<file path="src/rtl/mem_access_ctrl_if.sv">
// mem_access_ctrl_if: request/response handshake and memory-bank bus between the control unit, the sequencer and the bank
interface mem_access_ctrl_if #(
  parameter int ADDR_W = 8,
  parameter int DATA_W = 16
);
  logic              req_valid;
  logic              req_ready;
  logic              req_write;
  logic [ADDR_W-1:0] req_addr;
  logic [DATA_W-1:0] req_wdata;
  logic              rsp_valid;
  logic              rsp_ready;
  logic              rsp_is_load;
  logic [DATA_W-1:0] rsp_rdata;
  logic [ADDR_W-1:0] mem_address;
  logic [DATA_W-1:0] mem_data_in;
  logic              mem_read;
  logic              mem_write;
  logic [DATA_W-1:0] mem_data_out;
  modport master (
    output req_valid, req_write, req_addr, req_wdata, rsp_ready, mem_data_out,
    input  req_ready, rsp_valid, rsp_is_load, rsp_rdata, mem_address, mem_data_in, mem_read, mem_write
  );
  modport slave (
    input  req_valid, req_write, req_addr, req_wdata, rsp_ready, mem_data_out,
    output req_ready, rsp_valid, rsp_is_load, rsp_rdata, mem_address, mem_data_in, mem_read, mem_write
  );
endinterface

</file>
<file path="src/rtl/mem_access_ctrl.sv">
// mem_access_ctrl: load/store sequencer driving a fixed-latency memory bank with one-cycle strobes.
// Optional completion counters enabled by MEM_ACCESS_CTRL_STATS_EN.
module mem_access_ctrl #(
  parameter int ADDR_W      = 8,
  parameter int DATA_W      = 16,
  parameter int MEM_LATENCY = 1
) (
  input  logic                 CLK,
  input  logic                 RST,
  mem_access_ctrl_if.slave     bus,
  output logic [15:0]          load_count,
  output logic [15:0]          store_count
);
  typedef enum logic [1:0] {IDLE, ISSUE, WAIT, RESP} state_t;
  state_t            state, state_d;
  logic              op_write, op_write_d;
  logic [3:0]        wait_cnt, wait_cnt_d;
  logic [ADDR_W-1:0] addr_d;
  logic [DATA_W-1:0] din_d, rdata_d;
  logic              rd_d, wr_d;
  always_comb begin
    state_d    = state;
    op_write_d = op_write;
    wait_cnt_d = wait_cnt;
    addr_d     = bus.mem_address;
    din_d      = bus.mem_data_in;
    rdata_d    = bus.rsp_rdata;
    rd_d       = 1'b0;
    wr_d       = 1'b0;
    case (state)
      IDLE: if (bus.req_valid) begin
        state_d    = ISSUE;
        op_write_d = bus.req_write;
        addr_d     = bus.req_addr;
        din_d      = bus.req_wdata;
        rd_d       = !bus.req_write;
        wr_d       = bus.req_write;
      end
      ISSUE: begin
        state_d    = WAIT;
        wait_cnt_d = 4'(MEM_LATENCY);
      end
      WAIT: begin
        wait_cnt_d = wait_cnt - 4'd1;
        // data_out is only driven in the last latency cycle; sample nowhere else
        if (wait_cnt == 4'd1) begin
          state_d = RESP;
          rdata_d = op_write ? bus.rsp_rdata : bus.mem_data_out;
        end
      end
      RESP: state_d = bus.rsp_ready ? IDLE : RESP;
      default: state_d = IDLE;
    endcase
  end
  always_ff @(posedge CLK) begin
    if (RST) begin
      state           <= IDLE;
      op_write        <= 1'b0;
      wait_cnt        <= '0;
      bus.req_ready   <= 1'b1;
      bus.rsp_valid   <= 1'b0;
      bus.rsp_is_load <= 1'b0;
      bus.rsp_rdata   <= '0;
      bus.mem_address <= '0;
      bus.mem_data_in <= '0;
      bus.mem_read    <= 1'b0;
      bus.mem_write   <= 1'b0;
    end else begin
      state           <= state_d;
      op_write        <= op_write_d;
      wait_cnt        <= wait_cnt_d;
      bus.req_ready   <= state_d == IDLE;
      bus.rsp_valid   <= state_d == RESP;
      bus.rsp_is_load <= state_d == RESP && !op_write_d;
      bus.rsp_rdata   <= rdata_d;
      bus.mem_address <= addr_d;
      bus.mem_data_in <= din_d;
      bus.mem_read    <= rd_d;
      bus.mem_write   <= wr_d;
    end
  end
`ifdef MEM_ACCESS_CTRL_STATS_EN
  logic retire;
  assign retire = state == RESP && bus.rsp_ready;
  always_ff @(posedge CLK) begin
    if (RST) begin
      load_count  <= '0;
      store_count <= '0;
    end else if (retire) begin
      load_count  <= (!op_write && !(&load_count)) ? load_count + 16'd1 : load_count;
      store_count <= (op_write && !(&store_count)) ? store_count + 16'd1 : store_count;
    end
  end
`else
  assign load_count  = 16'h0000;
  assign store_count = 16'h0000;
`endif
endmodule
</file>
<file path="src/flat_wrapper.sv">
// flat-port wrapper written by rule: the top's interface ports become plain ports
module mem_access_ctrl_flat 
#(
  parameter int ADDR_W      = 8,
  parameter int DATA_W      = 16,
  parameter int MEM_LATENCY = 1
)
  (CLK, RST, load_count, store_count, bus_req_valid, bus_req_write, bus_req_addr, bus_req_wdata, bus_rsp_ready, bus_mem_data_out, bus_req_ready, bus_rsp_valid, bus_rsp_is_load, bus_rsp_rdata, bus_mem_address, bus_mem_data_in, bus_mem_read, bus_mem_write);
  mem_access_ctrl_if #(.ADDR_W(ADDR_W), .DATA_W(DATA_W)) bus_i ();
  input  logic CLK;
  input  logic RST;
  output logic [15:0] load_count;
  output logic [15:0] store_count;
  input wire logic [$bits(bus_i.req_valid)-1:0] bus_req_valid;
  input wire logic [$bits(bus_i.req_write)-1:0] bus_req_write;
  input wire logic [$bits(bus_i.req_addr)-1:0] bus_req_addr;
  input wire logic [$bits(bus_i.req_wdata)-1:0] bus_req_wdata;
  input wire logic [$bits(bus_i.rsp_ready)-1:0] bus_rsp_ready;
  input wire logic [$bits(bus_i.mem_data_out)-1:0] bus_mem_data_out;
  output wire logic [$bits(bus_i.req_ready)-1:0] bus_req_ready;
  output wire logic [$bits(bus_i.rsp_valid)-1:0] bus_rsp_valid;
  output wire logic [$bits(bus_i.rsp_is_load)-1:0] bus_rsp_is_load;
  output wire logic [$bits(bus_i.rsp_rdata)-1:0] bus_rsp_rdata;
  output wire logic [$bits(bus_i.mem_address)-1:0] bus_mem_address;
  output wire logic [$bits(bus_i.mem_data_in)-1:0] bus_mem_data_in;
  output wire logic [$bits(bus_i.mem_read)-1:0] bus_mem_read;
  output wire logic [$bits(bus_i.mem_write)-1:0] bus_mem_write;
  assign bus_i.req_valid = bus_req_valid;
  assign bus_i.req_write = bus_req_write;
  assign bus_i.req_addr = bus_req_addr;
  assign bus_i.req_wdata = bus_req_wdata;
  assign bus_i.rsp_ready = bus_rsp_ready;
  assign bus_i.mem_data_out = bus_mem_data_out;
  assign bus_req_ready = bus_i.req_ready;
  assign bus_rsp_valid = bus_i.rsp_valid;
  assign bus_rsp_is_load = bus_i.rsp_is_load;
  assign bus_rsp_rdata = bus_i.rsp_rdata;
  assign bus_mem_address = bus_i.mem_address;
  assign bus_mem_data_in = bus_i.mem_data_in;
  assign bus_mem_read = bus_i.mem_read;
  assign bus_mem_write = bus_i.mem_write;
  mem_access_ctrl #(.ADDR_W(ADDR_W), .DATA_W(DATA_W), .MEM_LATENCY(MEM_LATENCY)) u_core (.CLK(CLK), .RST(RST), .bus(bus_i), .load_count(load_count), .store_count(store_count));
endmodule
</file>
<file path="config.mk">
export PLATFORM = sky130hd
export DESIGN_NAME = mem_access_ctrl_flat
export DESIGN_NICKNAME = d
export VERILOG_FILES = /design/src/rtl/mem_access_ctrl_if.sv /design/src/rtl/mem_access_ctrl.sv /design/src/flat_wrapper.sv
export SDC_FILE = /design/constraint.sdc
export NUM_CORES = 1
export LEC_CHECK = 0
export CAP_MARGIN = 20
export CORE_MARGIN = 3
export CORE_UTILIZATION = 35
export DETAILED_ROUTE_END_ITERATION = 12
export HOLD_SLACK_MARGIN = 0.15
export PLACE_DENSITY = 0.77
export RECOVER_POWER = 25
export SETUP_SLACK_MARGIN = 0.2
export SKIP_LAST_GASP = 1
export SYNTH_ARGS = -nofsm -noshare
export SYNTH_HDL_FRONTEND = slang
export SYNTH_SLANG_ARGS = --single-unit
</file>
<file path="constraint.sdc">
create_clock -name CLK -period 1.6 [get_ports CLK]
set_input_delay 0.24 -clock CLK [delete_from_list [all_inputs] [get_ports CLK]]
set_output_delay 0.24 -clock CLK [all_outputs]
set_load 0.02 [all_outputs]
</file>
==> flow_summary.yaml, run 1 <==
setup_path:
  crit_end_element: "register"
  crit_path_cell_trace: "ha_1 -> nand4bb_2 -> a41o_1 -> and4b_1"
  worst-endpoint-required_ns: 1.84
  timing.critical_path.slowest_stage_cell: "dfxtp_1"
  worstPathMaxFanout: 5
  max_stage_delay_ns: 0.40
  crit_arrival_ns: 1.63
  cp-start-kind: "register"
  critical_path_class: "register to register"
logic_synthesis:
  post_synth_most_frequent_cells: "nand2_1, dfxtp_1, a21oi_1, buf_4"
  yosysTopAreaCell: "dfxtp_1"
  dominantRegCellSynth: "dfxtp_1"
  ys_ff_latch: 52
  post_synth_main_area_contributors: "dfxtp_1, buf_4, a21oi_1"
  async_flop_share: 0
  synth.most_common_cell: "nand2_1"
  synth.cell_area_um2: 2230
  synth_enable_flop_cells: 0
  sequential_fraction_of_the_synthesis_area: 0.466
  yosysWarningCount: 0
  syn_avg_cell_area_um2: 8.21
  post_synth_inst_count: 272
  synthDistinctLibCells: 29
  yosys.area.top_type_share: 0.466
timing:
  period_needed_ns: 1.39
  totalNegativeSetupSlack_ns: 0
  largest_clock_skew_in_the_final_design_ns: 0.00573
  finalCritPeriodShare: 0.871
  rsz0062_at_grt: "yes"
  highest_clock_frequency_the_design_can_meet_ghz: 0.718
  maxSlewViolCount: 0
  timing.final.hold_violations: 0
  setup-violations-final: 0
floorplan:
  initial_cell_density_of_the_core: 0.368
  die_area_um2: 7380
  die-width_um: 85.9
  std_cell_rows: 28
  core_area_um2: 6060
  ioPinCount: 122
  die_h_um: 85.9
global_routing:
  grt_util_all_layers: 0.145
  grt_antenna_before_repair: 0
  grt_first_pass_wirelength_um: 8760
  grt_pass1_vias: 1929
  gr-total-overflow: 0
  grt_start_max_net_pins: 30
pwr:
  leak_nw: 1.42
  power.ir.vdd_worst_v: 0.000588
  power_density_nw_per_um2: 1160
finish:
  finish.instance_area_um2: 3180
  post_route_cells_drive_above_1_share: 0.0720
  flow.area_growth_from_synthesis_pct: 42.6
  final.fill_count: 601
  num-nets-final: 411
  antenna_cells: 0
clock_tree:
  path_clk_slew_ns: 0.09
  worstSkewPairLatency_ns: 0.29
  tritoncts_num_sinks: 52
  tritoncts.num_buffers: 5
  clock_tree.htree_level_count: 2
  tritoncts: "built"
  clock-root-buffer: "clkbuf_8"
  clockBufferDepth: 2
min_path:
  worstHoldPathType: "input port to register"
flow_run:
  max-cap-violations: 0
route:
  drt_first_pass_iters: 4
  via_per_inst: 4.67
  drt.antenna.violating_nets: 0
  detail_route.drc_violations: 0
  routed_wl_um: 5510
  detailroute.via_count: 2035
  drt-initial-drc-count: 87
  wire_per_inst_um: 12.6
placed_design:
  port_buffers: 89
  detailedPlacementHpwl_um: 3820
  post_dp_cell_area_um2: 3080
  place_congestion: 0.765
status:
  run_status: "finished, final reports clean"
==> path summary, 6_finish.rpt <==
kind | startpoint | end | slack (ns) | depth (start not counted)
max | u_core.wait_cnt[0] | u_core.bus.rsp_is_load | 0.21 | 4
min | RST | u_core.state[1] | 0.35 | 3
max reg2reg | u_core.wait_cnt[0] | u_core.bus.rsp_is_load | 0.21 | 4
min reg2reg | u_core.bus.mem_data_in[10] | u_core.bus.mem_data_in[10] | 0.45 | 2
==> worst max-delay path: cells and delay by family (launching register included) <==
family / cells / cell delay (ns)
and+or+nand+nor: 2 / 0.41
DFF: 1 / 0.40
AOI/OAI and AO/OA: 1 / 0.28
adders and majority gates: 1 / 0.26
==> cells in the final DEF (no fill, tap or decap), drive strengths merged <==
master,Yosys,final
nand2,54,54
dfxtp,52,52
dlygate4sd2,0,45
clkdlybuf4s50,0,43
a21oi,42,42
conb,1,32
nand3,18,18
o21ai,18,18
inv,9,9
buf,41,9
clkbuf,7,6
ha,6,6
nor2,4,4
and2,2,2
nor2b,2,2
nand2b,2,2
or3,2,2
clkinv,0,2
and4bb,1,2
nand4b,1,1
o22ai,1,1
nand4bb,1,1
nor3b,1,1
a41o,1,1
nor3,1,1
a311o,1,1
and4b,1,1
o21a,1,1
a31oi,1,1
and3,1,1
==> flip-flops by register name, indices dropped and copies added, names as in the netlist <==
| name | count |
|---|---|
| u_core.bus.mem_address | 8 |
| u_core.bus.mem_data_in | 16 |
| u_core.bus.mem_read | 1 |
| u_core.bus.mem_write | 1 |
| u_core.bus.req_ready | 1 |
| u_core.bus.rsp_is_load | 1 |
| u_core.bus.rsp_rdata | 16 |
| u_core.bus.rsp_valid | 1 |
| u_core.op_write | 1 |
| u_core.state | 2 |
| u_core.wait_cnt | 4 |
==> report_power, final <==
group	internal (mW)	switching, mW	leakage [nW]
Clock	0.346	0.411	0.0510
Combinational	0.550	0.780	0.948
Sequential	1.48	0.113	0.425
==> layer usage <==
| metal | vias to the layer above | global-route usage | part of all wire |
|---|---|---|---|
| li1 | 1016 | - | - |
| met1 | 931 | 0.171 | 0.42 |
| met2 | 79 | 0.254 | 0.49 |
| met3 | 9 | 0.0432 | 0.073 |
| met4 | 0 | 0.0403 | 0.013 |
| met5 | - | 0 | 0 |
==> final cells by class <==
type                    instances  area, um2  area share
clock buffers                   6       82.6      0.0259
clock inverters                 2       10.0     0.00314
inverters                       9       38.8      0.0122
multi-input cells             195       1000       0.314
flip-flops and latches         52       1050       0.329
well taps                      75       93.8      0.0295
repair buffers                 97        910       0.286
==> per-stage QoR <==
step                      hold slack (ns)  setup slack, ns  power, mW  instances  utilization
after floorplan                     0.317            0.193       2.47        303            -
after global placement              0.441            0.113       2.94        426        0.509
after detailed placement            0.448           0.0611       2.97        426        0.509
after CTS                           0.303            0.200       3.69        436        0.520
after global routing                0.357            0.105       3.94        436        0.525
final                               0.353            0.207       3.68        436        0.525
==> logic make-up (layout without fill, tap and decap cells) <==
logic type | after synthesis | count (layout) | synth area share
AOI/OAI and AO/OA | 65 | 65 | 0.152
adders and majority gates | 6 | 6 | 0.0336
buffers and inverters | 57 | 114 | 0.156
DFF | 52 | 52 | 0.466
other | 1 | 32 | 0.00168
and+or+nand+nor | 91 | 92 | 0.190
==> repair_timing <==
action / CTS / global route
endpoints found under the setup margin: 64 / 43
buffers inserted: 1 / 0
cloned: 1 / 0
hold buffers: 0 / 0
resized for setup: 48 / 17
pin swaps: 1 / 4
(Power assumes the default switching activity.)
==> inputs of run 2 (changes only) <==
--- a/config.mk
+++ b/config.mk
@@ -5,6 +5,7 @@
 export SDC_FILE = /design/constraint.sdc
 export NUM_CORES = 1
 export LEC_CHECK = 0
+export ABC_AREA = 0
 export CAP_MARGIN = 20
 export CORE_MARGIN = 3
 export CORE_UTILIZATION = 35
==> results of run 2 <==
No change in the layout: final DEF, timing and power equal those of run 1.
==> inputs of run 3 (changes only) <==
--- a/config.mk
+++ b/config.mk
@@ -12,7 +12,7 @@
 export DETAILED_ROUTE_END_ITERATION = 12
 export HOLD_SLACK_MARGIN = 0.15
 export PLACE_DENSITY = 0.77
-export RECOVER_POWER = 25
+export RECOVER_POWER = 100
 export SETUP_SLACK_MARGIN = 0.2
 export SKIP_LAST_GASP = 1
 export SYNTH_ARGS = -nofsm -noshare
==> run 3 against run 2 <==
Worst setup slack hardly changed; clock skew hardly changed; combinational power hardly changed; final cell count stayed put; non-clock buffer count stayed put; largest cell class unchanged; count of clock-buffer cells in the layout stayed put; sequential cell count stayed put; sequential power hardly changed; cell area is 0.12% lower; die area stayed put; register-to-register slack hardly changed.
==> flow_summary.yaml, run 3 (synthesized netlist as in run 1, its figures left out) <==
status:
  run_status: "finished, final reports clean"
finish:
  final_cells: 436
  layout_common_cells: "nand2_1, dfxtp_1, dlygate4sd2_1, clkdlybuf4s50_1, a21oi_1"
  num-nets-final: 411
  antenna_cells: 0
  finish.instance_area_um2: 3180
  post_route_cells_drive_above_1_share: 0.0693
  flow.area_growth_from_synthesis_pct: 42.4
  top_regs: "u_core.bus.mem_data_in x16, u_core.bus.rsp_rdata x16, u_core.bus.mem_address x8"
  layout.cells.most_common: "nand2_1"
global_routing:
  gr-total-overflow: 0
  grt_antenna_before_repair: 0
  grt_util_all_layers: 0.145
  grt_first_pass_wirelength_um: 8760
  grt_pass1_vias: 1929
  grt_start_max_net_pins: 30
route:
  detailroute.via_count: 2031
  via_per_inst: 4.66
  detail_route.drc_violations: 0
  drt.antenna.violating_nets: 0
  wire_per_inst_um: 12.6
  drt_first_pass_iters: 4
  drt-initial-drc-count: 87
  routed_wl_um: 5510
timing:
  setup-violations-final: 0
  totalNegativeSetupSlack_ns: 0
  timing.final.hold_violations: 0
  rsz0062_at_grt: "yes"
  finalCritPeriodShare: 0.871
  maxSlewViolCount: 0
  timing.hold.ws_ns: 0.353
  setup_slack_ns: 0.207
  highest_clock_frequency_the_design_can_meet_ghz: 0.718
  largest_clock_skew_in_the_final_design_ns: 0.00576
  period_needed_ns: 1.39
floorplan:
  die_h_um: 85.9
  die_area_um2: 7380
  die-width_um: 85.9
  core_area_um2: 6060
  ioPinCount: 122
  initial_cell_density_of_the_core: 0.368
  std_cell_rows: 28
placed_design:
  place_congestion: 0.765
  post_dp_cell_area_um2: 3080
  detailedPlacementHpwl_um: 3820
  dp_cells: 426
  port_buffers: 89
  detailedPlace.worstSlack_ns: 0.0611
setup_path:
  crit_end_element: "register"
  crit_arrival_ns: 1.64
  critical_path_class: "register to register"
  r2r_cells: 4
  worstPathMaxFanout: 5
  worst-endpoint-required_ns: 1.84
  cp-start-kind: "register"
pwr:
  leak_nw: 1.42
  internal_power_mw: 2.36
  power.ir.vdd_worst_v: 0.000587
  power_density_nw_per_um2: 1150
  pwr-share-clk: 0.206
  net-switching-power_mw: 1.30
  power.sequential.fraction: 0.435
  netSwitchingFraction: 0.355
  power.share.combinational: 0.359
min_path:
  worstHoldPathType: "input port to register"
  hold_depth: 3
flow_run:
  max-cap-violations: 0
clock_tree:
  clock_tree.htree_level_count: 2
  clock-root-buffer: "clkbuf_8"
  tritoncts.num_buffers: 5
  path_clk_slew_ns: 0.09
  tritoncts_num_sinks: 52
  tritoncts: "built"
  cts_hold_buffers: 0
  clockBufferDepth: 2
  worstSkewPairLatency_ns: 0.29
run 3: cell count changes in the layout (fill, tap and decap cells not counted):
cell      before  now
clkbuf_1       0    1
and2_1         2    1
buf_4          5    4
and2_0         0    1
o21ai_1        6    5
o21ai_0       12   13
run 3: path summary, 6_finish.rpt:
check,from,end,slack (ns)
worst max-delay path,u_core.wait_cnt[0],u_core.bus.rsp_is_load,0.21
worst min-delay path,RST,u_core.state[1],0.35
worst max register to register,u_core.wait_cnt[0],u_core.bus.rsp_is_load,0.21
worst min register to register,u_core.bus.mem_data_in[10],u_core.bus.mem_data_in[10],0.45
run 3: final cells by class:
type / instances / area (um2)
Fill cell: 603 / 2880
Clock buffer: 6 / 82.6
Clock inverter: 2 / 10.0
Sequential cell: 52 / 1050
Inverter: 9 / 38.8
Multi-Input combinational cell: 195 / 1000
Tap cell: 75 / 93.8
Timing Repair Buffer: 97 / 906
run 3: through the flow:
| stage | total power, mW | utilization |
|---|---|---|
| global route | 3.92 | 0.525 |
| finish | 3.67 | 0.525 |
| detailed placement | 2.97 | 0.509 |
| CTS | 3.69 | 0.520 |
| floorplan | 2.47 | - |
| global placement | 2.94 | 0.509 |
run 3: what timing repair did:
item                                    4_1_cts  5_1_grt
endpoints found under the setup margin       64       43
pin swaps                                     1        4
resized for setup                            48       17
hold endpoints to repair                      0        0
setup buffers                                 1        0
cloned                                        1        0
run 3: power by group through the flow:
stage | clock (mW) | sequential (mW) | combinational, mW
floorplan | 0 | 1.77 | 0.700
global placement | 0 | 1.60 | 1.34
detailed placement | 0 | 1.61 | 1.36
CTS | 0.796 | 1.58 | 1.31
global route | 0.848 | 1.62 | 1.45
finish | 0.757 | 1.60 | 1.31
run 3: critical path, cell delays in order, from the launching register on:
cell	delay [ns]
dfxtp_1	0.40
ha_1	0.26
nand4bb_2	0.15
a41o_1	0.28
and4b_1	0.26
run 3: metal layers:
layer	vias up	GRT usage	wire length, um
li1	1015	-	-
met4	0	0.0403	71
met1	928	0.171	2310
met2	79	0.254	2710
met5	-	0	0
met3	9	0.0432	415
